<file path="config.mk">
export PLATFORM = sky130hd
export DESIGN_NAME = multitimer_flat
export DESIGN_NICKNAME = d
export VERILOG_FILES = /design/src/rtl/multitimer_pkg.sv /design/src/rtl/multitimer_if.sv /design/src/rtl/timer_channel.sv /design/src/rtl/multitimer.sv /design/src/flat_wrapper.sv
export SDC_FILE = /design/constraint.sdc
export NUM_CORES = 1
export LEC_CHECK = 0
export CAP_MARGIN = 10
export CELL_PAD_IN_SITES_DETAIL_PLACEMENT = 2
export CELL_PAD_IN_SITES_GLOBAL_PLACEMENT = 2
export CORE_AREA = 5 5 207 209
export CTS_BUF_LIST = sky130_fd_sc_hd__clkbuf_2 sky130_fd_sc_hd__clkbuf_4 sky130_fd_sc_hd__clkbuf_8
export CTS_CLUSTER_DIAMETER = 60
export DETAILED_ROUTE_END_ITERATION = 10
export DIE_AREA = 0 0 212 214
export PLACE_DENSITY_LB_ADDON = 0.25
export SLEW_MARGIN = 30
export SYNTH_ARGS = -nofsm -noshare
export SYNTH_HDL_FRONTEND = slang
export SYNTH_SLANG_ARGS = --single-unit
</file>
<file path="constraint.sdc">
create_clock -name clk -period 7.3 [get_ports clk]
set_input_delay 1.825 -clock clk [delete_from_list [all_inputs] [get_ports clk]]
set_output_delay 1.825 -clock clk [all_outputs]
set_load 0.03 [all_outputs]
</file>
<file path="src/rtl/multitimer_pkg.sv">
// Shared register offsets, bit indices and helpers for the multitimer block.
// Optional capture support is built when TIMER_CAPTURE_EN is defined.
package multitimer_pkg;

  localparam logic [3:0] OFF_CTRL   = 4'd0;
  localparam logic [3:0] OFF_STATUS = 4'd1;
  localparam logic [3:0] OFF_CNT0   = 4'd4;
  localparam logic [3:0] OFF_CAPT0  = 4'd8;
  localparam int         CH_STRIDE  = 32'sd16;

  localparam int CTRL_RUN  = 32'sd0;
  localparam int CTRL_PER  = 32'sd1;
  localparam int CTRL_IEN  = 32'sd2;
  localparam int CTRL_CIEN = 32'sd3;

  localparam int STAT_IRQF = 32'sd0;
  localparam int STAT_OVR  = 32'sd1;
  localparam int STAT_CAPF = 32'sd2;

  // Byte idx of a value zero-extended to 32 bits; bytes beyond WIDTH come back 0.
  function automatic logic [7:0] byte_of(input logic [31:0] v, input logic [1:0] idx);
    return v[{idx, 3'b000} +: 8];
  endfunction

endpackage

</file>
<file path="src/rtl/multitimer_if.sv">
// 8-bit SuperIO CPU bus as seen by the multitimer block.
interface multitimer_if #(
  parameter int AW = 7
) ();
  logic [AW-1:0] AD;
  logic [7:0]    DI;
  logic [7:0]    DO;
  logic          rw;
  logic          cs;
  logic          irq;

  modport master (output AD, output DI, output rw, output cs, input DO, input irq);
  modport slave  (input AD, input DI, input rw, input cs, output DO, output irq);
endinterface

</file>
<file path="src/rtl/timer_channel.sv">
// One timer channel: CTRL, STATUS, RELOAD, COUNT, SHADOW and, with
// TIMER_CAPTURE_EN, the capture synchroniser and CAPT register.
module timer_channel
  import multitimer_pkg::*;
#(
  parameter int WIDTH = 24
) (
  input  logic       clk,
  input  logic       rst,
  input  logic       tick,
  input  logic       wr_en,
  input  logic       rd_en,
  input  logic [3:0] off,
  input  logic [7:0] wdata,
`ifdef TIMER_CAPTURE_EN
  input  logic       cap_in,
`endif
  output logic [7:0] rdata,
  output logic       irq_req,
  output logic       running
);

  localparam int               NB     = WIDTH / 8;
  localparam logic [WIDTH-1:0] ZERO_C = {WIDTH{1'b0}};
  localparam logic [WIDTH-1:0] ONE_C  = {{(WIDTH-1){1'b0}}, 1'b1};

  logic             run_r, per_r, ien_r, irqf_r, ovr_r;
  logic [WIDTH-1:0] reload_r, count_r, shadow_r;
  logic             wr_ctrl_s, wr_stat_s, wr_cnt_s, start_s, expire_s;
  logic             cien_q_s, capf_q_s;
  logic [WIDTH-1:0] capt_q_s;
  logic [7:0]       rdata_s;

  assign wr_ctrl_s = wr_en & (off == OFF_CTRL);
  assign wr_stat_s = wr_en & (off == OFF_STATUS);
  assign wr_cnt_s  = wr_en & (off[3:2] == OFF_CNT0[3:2]);
  assign start_s   = wr_ctrl_s & wdata[CTRL_RUN] & ~run_r;
  assign expire_s  = tick & run_r & (count_r == ZERO_C);

  // Control, status, reload, live count and shadow registers
  always_ff @(posedge clk or negedge rst) begin
    if (!rst) begin
      run_r    <= 1'b0;
      per_r    <= 1'b0;
      ien_r    <= 1'b0;
      irqf_r   <= 1'b0;
      ovr_r    <= 1'b0;
      reload_r <= ZERO_C;
      count_r  <= ZERO_C;
      shadow_r <= ZERO_C;
    end else begin
      if (wr_ctrl_s) begin
        run_r <= wdata[CTRL_RUN];
        per_r <= wdata[CTRL_PER];
        ien_r <= wdata[CTRL_IEN];
      end else if (expire_s && !per_r) begin
        run_r <= 1'b0;
      end
      // A fresh start takes priority over a coincident tick
      if (start_s) begin
        count_r <= reload_r;
      end else if (tick && run_r) begin
        if (count_r == ZERO_C) begin
          count_r <= per_r ? reload_r : ZERO_C;
        end else begin
          count_r <= count_r - ONE_C;
        end
      end
      if (expire_s) begin
        irqf_r <= 1'b1;
      end else if (wr_stat_s && wdata[STAT_IRQF]) begin
        irqf_r <= 1'b0;
      end
      if (expire_s && irqf_r) begin
        ovr_r <= 1'b1;
      end else if (wr_stat_s && wdata[STAT_OVR]) begin
        ovr_r <= 1'b0;
      end
      for (int k = 0; k < NB; k++) begin
        if (wr_cnt_s && (off[1:0] == 2'(k))) begin
          reload_r[8*k +: 8] <= wdata;
        end
      end
      if (rd_en && (off == OFF_CNT0)) begin
        shadow_r <= count_r;
      end
    end
  end

`ifdef TIMER_CAPTURE_EN
  logic [2:0]       sync_r;
  logic             cien_r, capf_r, cap_edge_s;
  logic [WIDTH-1:0] capt_r;

  assign cap_edge_s = sync_r[1] & ~sync_r[2];

  // Capture input synchroniser, edge capture and CAPF/CIEN state
  always_ff @(posedge clk or negedge rst) begin
    if (!rst) begin
      sync_r <= 3'b000;
      cien_r <= 1'b0;
      capf_r <= 1'b0;
      capt_r <= ZERO_C;
    end else begin
      sync_r <= {sync_r[1:0], cap_in};
      if (wr_ctrl_s) begin
        cien_r <= wdata[CTRL_CIEN];
      end
      if (cap_edge_s) begin
        capt_r <= count_r;
        capf_r <= 1'b1;
      end else if (wr_stat_s && wdata[STAT_CAPF]) begin
        capf_r <= 1'b0;
      end
    end
  end

  assign cien_q_s = cien_r;
  assign capf_q_s = capf_r;
  assign capt_q_s = capt_r;
`else
  assign cien_q_s = 1'b0;
  assign capf_q_s = 1'b0;
  assign capt_q_s = ZERO_C;
`endif

  // Per-channel read mux; +4 is the live LSB, +5..+7 come from the shadow
  always_comb begin
    rdata_s = 8'd0;
    case (off)
      OFF_CTRL: begin
        rdata_s[CTRL_RUN]  = run_r;
        rdata_s[CTRL_PER]  = per_r;
        rdata_s[CTRL_IEN]  = ien_r;
        rdata_s[CTRL_CIEN] = cien_q_s;
      end
      OFF_STATUS: begin
        rdata_s[STAT_IRQF] = irqf_r;
        rdata_s[STAT_OVR]  = ovr_r;
        rdata_s[STAT_CAPF] = capf_q_s;
      end
      OFF_CNT0, 4'd5, 4'd6, 4'd7:
        rdata_s = byte_of((off == OFF_CNT0) ? 32'(count_r) : 32'(shadow_r), off[1:0]);
      OFF_CAPT0, 4'd9, 4'd10, 4'd11:
        rdata_s = byte_of(32'(capt_q_s), off[1:0]);
      default: rdata_s = 8'd0;
    endcase
  end

  assign rdata   = rd_en ? rdata_s : 8'd0;
  assign irq_req = (irqf_r & ien_r) | (capf_q_s & cien_q_s);
  assign running = run_r;

endmodule

</file>
<file path="src/rtl/multitimer.sv">
// N-channel programmable interval timer on the SuperIO bus: shared prescaler,
// address decode, read mux and irq combine. Capture inputs with TIMER_CAPTURE_EN.
module multitimer
  import multitimer_pkg::*;
#(
  parameter int CH    = 4,
  parameter int WIDTH = 24,
  parameter int AW    = 7
) (
  input logic           clk,
  input logic           rst,
  multitimer_if.slave   bus
`ifdef TIMER_CAPTURE_EN
  ,
  input logic [CH-1:0]  cap
`endif
);

  logic          wr_s, rd_s, any_run_s, tick_s, presc_lo_s, presc_hi_s;
  logic [15:0]   presc_r, pcnt_r;
  logic [CH-1:0] run_vec_s, irq_vec_s, sel_s;
  logic [7:0]    ch_rdata_s [CH];
  logic [7:0]    do_s;
  logic [AW-5:0] blk_s;

  assign wr_s       = bus.cs & ~bus.rw;
  assign rd_s       = bus.cs & bus.rw;
  assign blk_s      = bus.AD[AW-1:4];
  assign presc_lo_s = (bus.AD == AW'(CH * CH_STRIDE));
  assign presc_hi_s = (bus.AD == AW'(CH * CH_STRIDE + 32'sd1));
  assign any_run_s  = |run_vec_s;
  assign tick_s     = any_run_s & (pcnt_r == 16'd0);

  // Shared prescaler: parked at PRESC while idle, reloads after each tick
  always_ff @(posedge clk or negedge rst) begin
    if (!rst) begin
      presc_r <= 16'd0;
      pcnt_r  <= 16'd0;
    end else begin
      if (wr_s && presc_lo_s) begin
        presc_r[7:0] <= bus.DI;
      end
      if (wr_s && presc_hi_s) begin
        presc_r[15:8] <= bus.DI;
      end
      if (!any_run_s || (pcnt_r == 16'd0)) begin
        pcnt_r <= presc_r;
      end else begin
        pcnt_r <= pcnt_r - 16'd1;
      end
    end
  end

  for (genvar n = 0; n < CH; n++) begin : g_ch
    assign sel_s[n] = (blk_s == (AW-4)'(n));
    timer_channel #(
      .WIDTH (WIDTH)
    ) u_ch (
      .clk     (clk),
      .rst     (rst),
      .tick    (tick_s),
      .wr_en   (wr_s & sel_s[n]),
      .rd_en   (rd_s & sel_s[n]),
      .off     (bus.AD[3:0]),
      .wdata   (bus.DI),
`ifdef TIMER_CAPTURE_EN
      .cap_in  (cap[n]),
`endif
      .rdata   (ch_rdata_s[n]),
      .irq_req (irq_vec_s[n]),
      .running (run_vec_s[n])
    );
  end

  // Read data: channel outputs are already zero unless selected, so OR them in
  always_comb begin
    do_s = 8'd0;
    if (rd_s && presc_lo_s) begin
      do_s = presc_r[7:0];
    end else if (rd_s && presc_hi_s) begin
      do_s = presc_r[15:8];
    end else begin
      do_s = 8'd0;
    end
    for (int n = 0; n < CH; n++) begin
      do_s = do_s | ch_rdata_s[n];
    end
  end

  assign bus.DO  = do_s;
  assign bus.irq = |irq_vec_s;

endmodule
</file>
<file path="src/flat_wrapper.sv">
// flat-port wrapper written by rule: the top's interface ports become plain ports
module multitimer_flat import multitimer_pkg::*;
#(
  parameter int CH    = 4,
  parameter int WIDTH = 24,
  parameter int AW    = 7
)
  (clk, rst, bus_AD, bus_DI, bus_rw, bus_cs, bus_DO, bus_irq);
  multitimer_if #(.AW(AW)) bus_i ();
  input logic clk;
  input logic rst;
  input wire logic [$bits(bus_i.AD)-1:0] bus_AD;
  input wire logic [$bits(bus_i.DI)-1:0] bus_DI;
  input wire logic [$bits(bus_i.rw)-1:0] bus_rw;
  input wire logic [$bits(bus_i.cs)-1:0] bus_cs;
  output wire logic [$bits(bus_i.DO)-1:0] bus_DO;
  output wire logic [$bits(bus_i.irq)-1:0] bus_irq;
  assign bus_i.AD = bus_AD;
  assign bus_i.DI = bus_DI;
  assign bus_i.rw = bus_rw;
  assign bus_i.cs = bus_cs;
  assign bus_DO = bus_i.DO;
  assign bus_irq = bus_i.irq;
  multitimer #(.CH(CH), .WIDTH(WIDTH), .AW(AW)) u_core (.clk(clk), .rst(rst), .bus(bus_i));
endmodule
</file>
==> flow_summary.json, run 1 <==
{
  "path_cells": "clkdlybuf4s50_1 > buf_4 > nor2_1 > nand4_1 > nor2_1 > a22oi_1 > o21ai_0 > clkdlybuf4s50_1",
  "synth_nets": 1662,
  "avgSynthCellArea_um2": 9.892,
  "die_y_um": 214,
  "cpLargestDelayFamily": "buffers and inverters",
  "grt_pass1_wl_mm": 95.94,
  "synth_cell_types": 77,
  "grt_usage_pct": 27.33,
  "worst_pin_slew_ps": 979.5,
  "clock-sinks": 308,
  "synth_xor_area_share_pct": 0.6506,
  "status": "finished clean",
  "synth.mux.area_fraction_pct": 14.62,
  "setup_viol": 0,
  "fp.dieW_um": 212,
  "p_switching_mw": 1.180,
  "ir_worst_vdd_v": 0.0001288,
  "required_ps": 5480,
  "rsz0062_at_grt": "no",
  "r2r_end": "u_core.g_ch[3].u_ch.count_r[22]",
  "synth_compound_area_share_pct": 14.38,
  "worstSetupEndpointType": "primary output",
  "synth_edf_count": 0,
  "drt_first_pass_iters": 7,
  "synthFlopType": "dfrtp_1",
  "postCtsSetupRepairBufs": 0,
  "cts_resized": 0,
  "timing.final.crit_share_pct": 91.32,
  "drc": 0,
  "drt_iter0_drc": 967,
  "die_area_um2": 45370,
  "drv_slew": 0,
  "htree_levels": 2,
  "path_buf_inv": 3,
  "fin_crit_ps": 6666,
  "setup_ws_ps": 633.9,
  "leakage_nw": 7.703,
  "core.rowCount": 74,
  "maxCapViolations": 0,
  "fillers": 4325,
  "cp-start-kind": "input port",
  "p_int_mw": 3.037,
  "layout-drive-gt1-share_pct": 20.45,
  "synth-simple-area-share_pct": 18.77,
  "combPwrFrac_pct": 10.9,
  "synth_warnings": 0,
  "design.core.area_um2": 40650,
  "clkTransAtPathRegs_ps": 60,
  "ios": 28,
  "syn_inst": 1633,
  "r2r_cells": 9,
  "finalWirelength_mm": 62.90,
  "ys_seq_area_share_pct": 47.71,
  "antenna_found_initial": 3,
  "synth.cell_area_um2": 16150,
  "drtAntennaViolNets": 0,
  "cp_max_fo": 7,
  "cp_slowest_stage_delay_ps": 760,
  "path_class": "input port to primary output",
  "dp_hpwl_mm": 42.92,
  "crit-reg2reg-launch": "u_core.pcnt_r[0]",
  "via_per_inst": 6.256,
  "finalSetupTns_ps": 0,
  "via_count": 13880,
  "initial_core_util_pct": 39.74,
  "ys_ff_latch": 308,
  "critPathSlowestCell": "clkdlybuf4s50_1",
  "overflow": 0,
  "slew_headroom_pct": 34.46,
  "p_clk_share_pct": 43.2,
  "timing.fmax_ghz": 0.1500,
  "clkLatencyLatePin_ps": 650,
  "hold_buffers": 0,
  "clock_path_buffers": 3,
  "finalClockSkew_ps": 28.07,
  "gp_congestion": 0.8922,
  "nNetsFinal": 1676,
  "cp.arrival_ps": 4840,
  "synth_top_family_by_area": "simple AND/OR/NAND/NOR gates",
  "port_buffers": 27,
  "p_sw_share_pct": 27.98,
  "synth_fa_ha_area_share_pct": 0.7745,
  "reg2reg_setup_slack_ps": 3840,
  "area_growth_pct": 12.96,
  "min_path_type": "flip-flop to flip-flop",
  "seq_power_share_pct": 45.8,
  "cts_tree": "built",
  "hold_path_depth": 1,
  "grt_pass1_vias": 14960,
  "cts_inserted_buffers": 55,
  "routedWlPerCell_um": 28.35,
  "place_ws_ps": 728.2,
  "hp-start": "u_core.g_ch[1].u_ch.reload_r[23]",
  "worstHoldEndpoint": "u_core.g_ch[1].u_ch.count_r[23]",
  "grt_max_degree": 150,
  "hold_violations": 0,
  "antenna_cells": 0,
  "synth-async-reset-ratio_pct": 100.0,
  "root_buffer": "clkbuf_8",
  "p_per_area_nw_per_um2": 231.1
}
-- cells in the mapped netlist (5+ instances only) --
cell type  instances  share of area, %
a211o_1            5              0.27
a211oi_1           6              0.28
a21o_1             8              0.37
a21oi_1          101               3.1
a221o_1           13              0.81
a22oi_1           20              0.93
a31oi_1            8              0.31
a32oi_1            6              0.33
and2_1             8              0.31
and3_1            13              0.50
buf_1              5              0.12
buf_2             11              0.34
clkbuf_1          81               1.9
dfrtp_1          308                48
ha_1              10              0.77
inv_1             20              0.46
mux2_2           173                12
mux2i_1           30               1.9
mux4_2             5              0.70
nand2_1          179               4.2
nand2b_1           6              0.23
nand3_1           49               1.5
nand3b_1          10              0.46
nand4_1           10              0.39
nor2_1           121               2.8
nor2b_1            8              0.31
nor3_1            70               2.2
nor3b_1            9              0.42
nor4_1            32               1.2
nor4b_1            7              0.38
o211ai_1          18              0.84
o21ai_0          129               4.0
o22ai_1            6              0.23
o31ai_1            8              0.37
o41ai_1            7              0.38
or3_1             27               1.0
or4_1             22               1.0
xnor2_1            9              0.49
-- how the worst max path moves through the flow --
stage	from	end	slack (ps)	cells after the start
2_1_floorplan	bus_AD[2]	bus_DO[2]	1380	8
3_3_place_gp	bus_AD[0]	bus_DO[0]	760	9
3_5_place_dp	bus_AD[0]	bus_DO[6]	730	7
4_1_cts	bus_AD[5]	bus_DO[2]	700	8
5_1_grt	bus_AD[5]	bus_DO[2]	500	8
6_report	bus_AD[5]	bus_DO[2]	630	8
-- registers in the layout, indices dropped and copies added, names as in the netlist, 16 cells and up --
name / count
u_core.g_ch.u_ch.reload_r: 96
u_core.presc_r: 16
u_core.g_ch.u_ch.count_r: 96
u_core.g_ch.u_ch.shadow_r: 64
u_core.pcnt_r: 16
-- cell usage in the layout (no fill, tap or decap), types with 30 or more instances in the layout --
master	count
nand2_1	179
nor4_1	30
nand3_1	49
mux2i_1	30
mux2_2	173
nor2_1	119
nor3_1	67
a21oi_1	101
o21ai_0	129
clkbuf_8	77
dfrtp_1	308
-- cells by family after synthesis --
group | count (synthesis)
AND/OR/NAND/NOR | 603
AO/OA/AOI/OAI | 370
flip-flops | 308
multiplexers | 208
buffers and inverters | 122
XOR/XNOR | 12
adder cells (fa/ha/maj) | 10
-- layout make-up --
type / count / area, µm² / share of cell area (%)
Timing Repair Buffer: 59 / 551.8 / 3.024
Clock buffer: 88 / 1142 / 6.260
Inverter: 20 / 75.07 / 0.4114
Multi-Input combinational cell: 1203 / 8010 / 43.90
Clock inverter: 9 / 95.09 / 0.5211
Sequential cell: 308 / 7707 / 42.24
Tap cell: 532 / 665.6 / 3.648
-- metal layers --
metal / wire, µm / track usage (%)
met1: 28570 / 38.95
met2: 29330 / 43.44
met3: 3291 / 3.877
met4: 1713 / 8.138
met5: 0 / 0
-- metrics by stage --
stage | instance area (µm²) | cells | power [mW] | util [%] | hold WS, ps
after floorplan | 16150 | 1633 | 2.175 | - | 434.0
after global placement | 16950 | 2120 | 2.384 | 41.71 | 453.0
after detailed placement | 16980 | 2121 | 2.416 | 41.77 | 468.7
after CTS | 18220 | 2218 | 4.256 | 44.81 | 480.6
after global routing | 18250 | 2219 | 4.392 | 44.89 | 501.3
final | 18250 | 2219 | 4.217 | 44.89 | 477.0
-- power groups by stage --
stage | clock network [mW] | logic (mW) | registers [mW]
after floorplan | 0 | 0.274 | 1.90
after global placement | 0 | 0.434 | 1.95
after detailed placement | 0 | 0.457 | 1.96
after CTS | 1.86 | 0.463 | 1.93
after global routing | 1.95 | 0.504 | 1.94
final | 1.82 | 0.461 | 1.93
No activity file was read; power rests on OpenSTA's default activity.
==> run 2: changes to the inputs <==
ABC_CLOCK_PERIOD_IN_PS = 7300   (was default)
==> results of run 2 <==
Same layout as run 1: the final DEF is identical, and so are final timing and power.
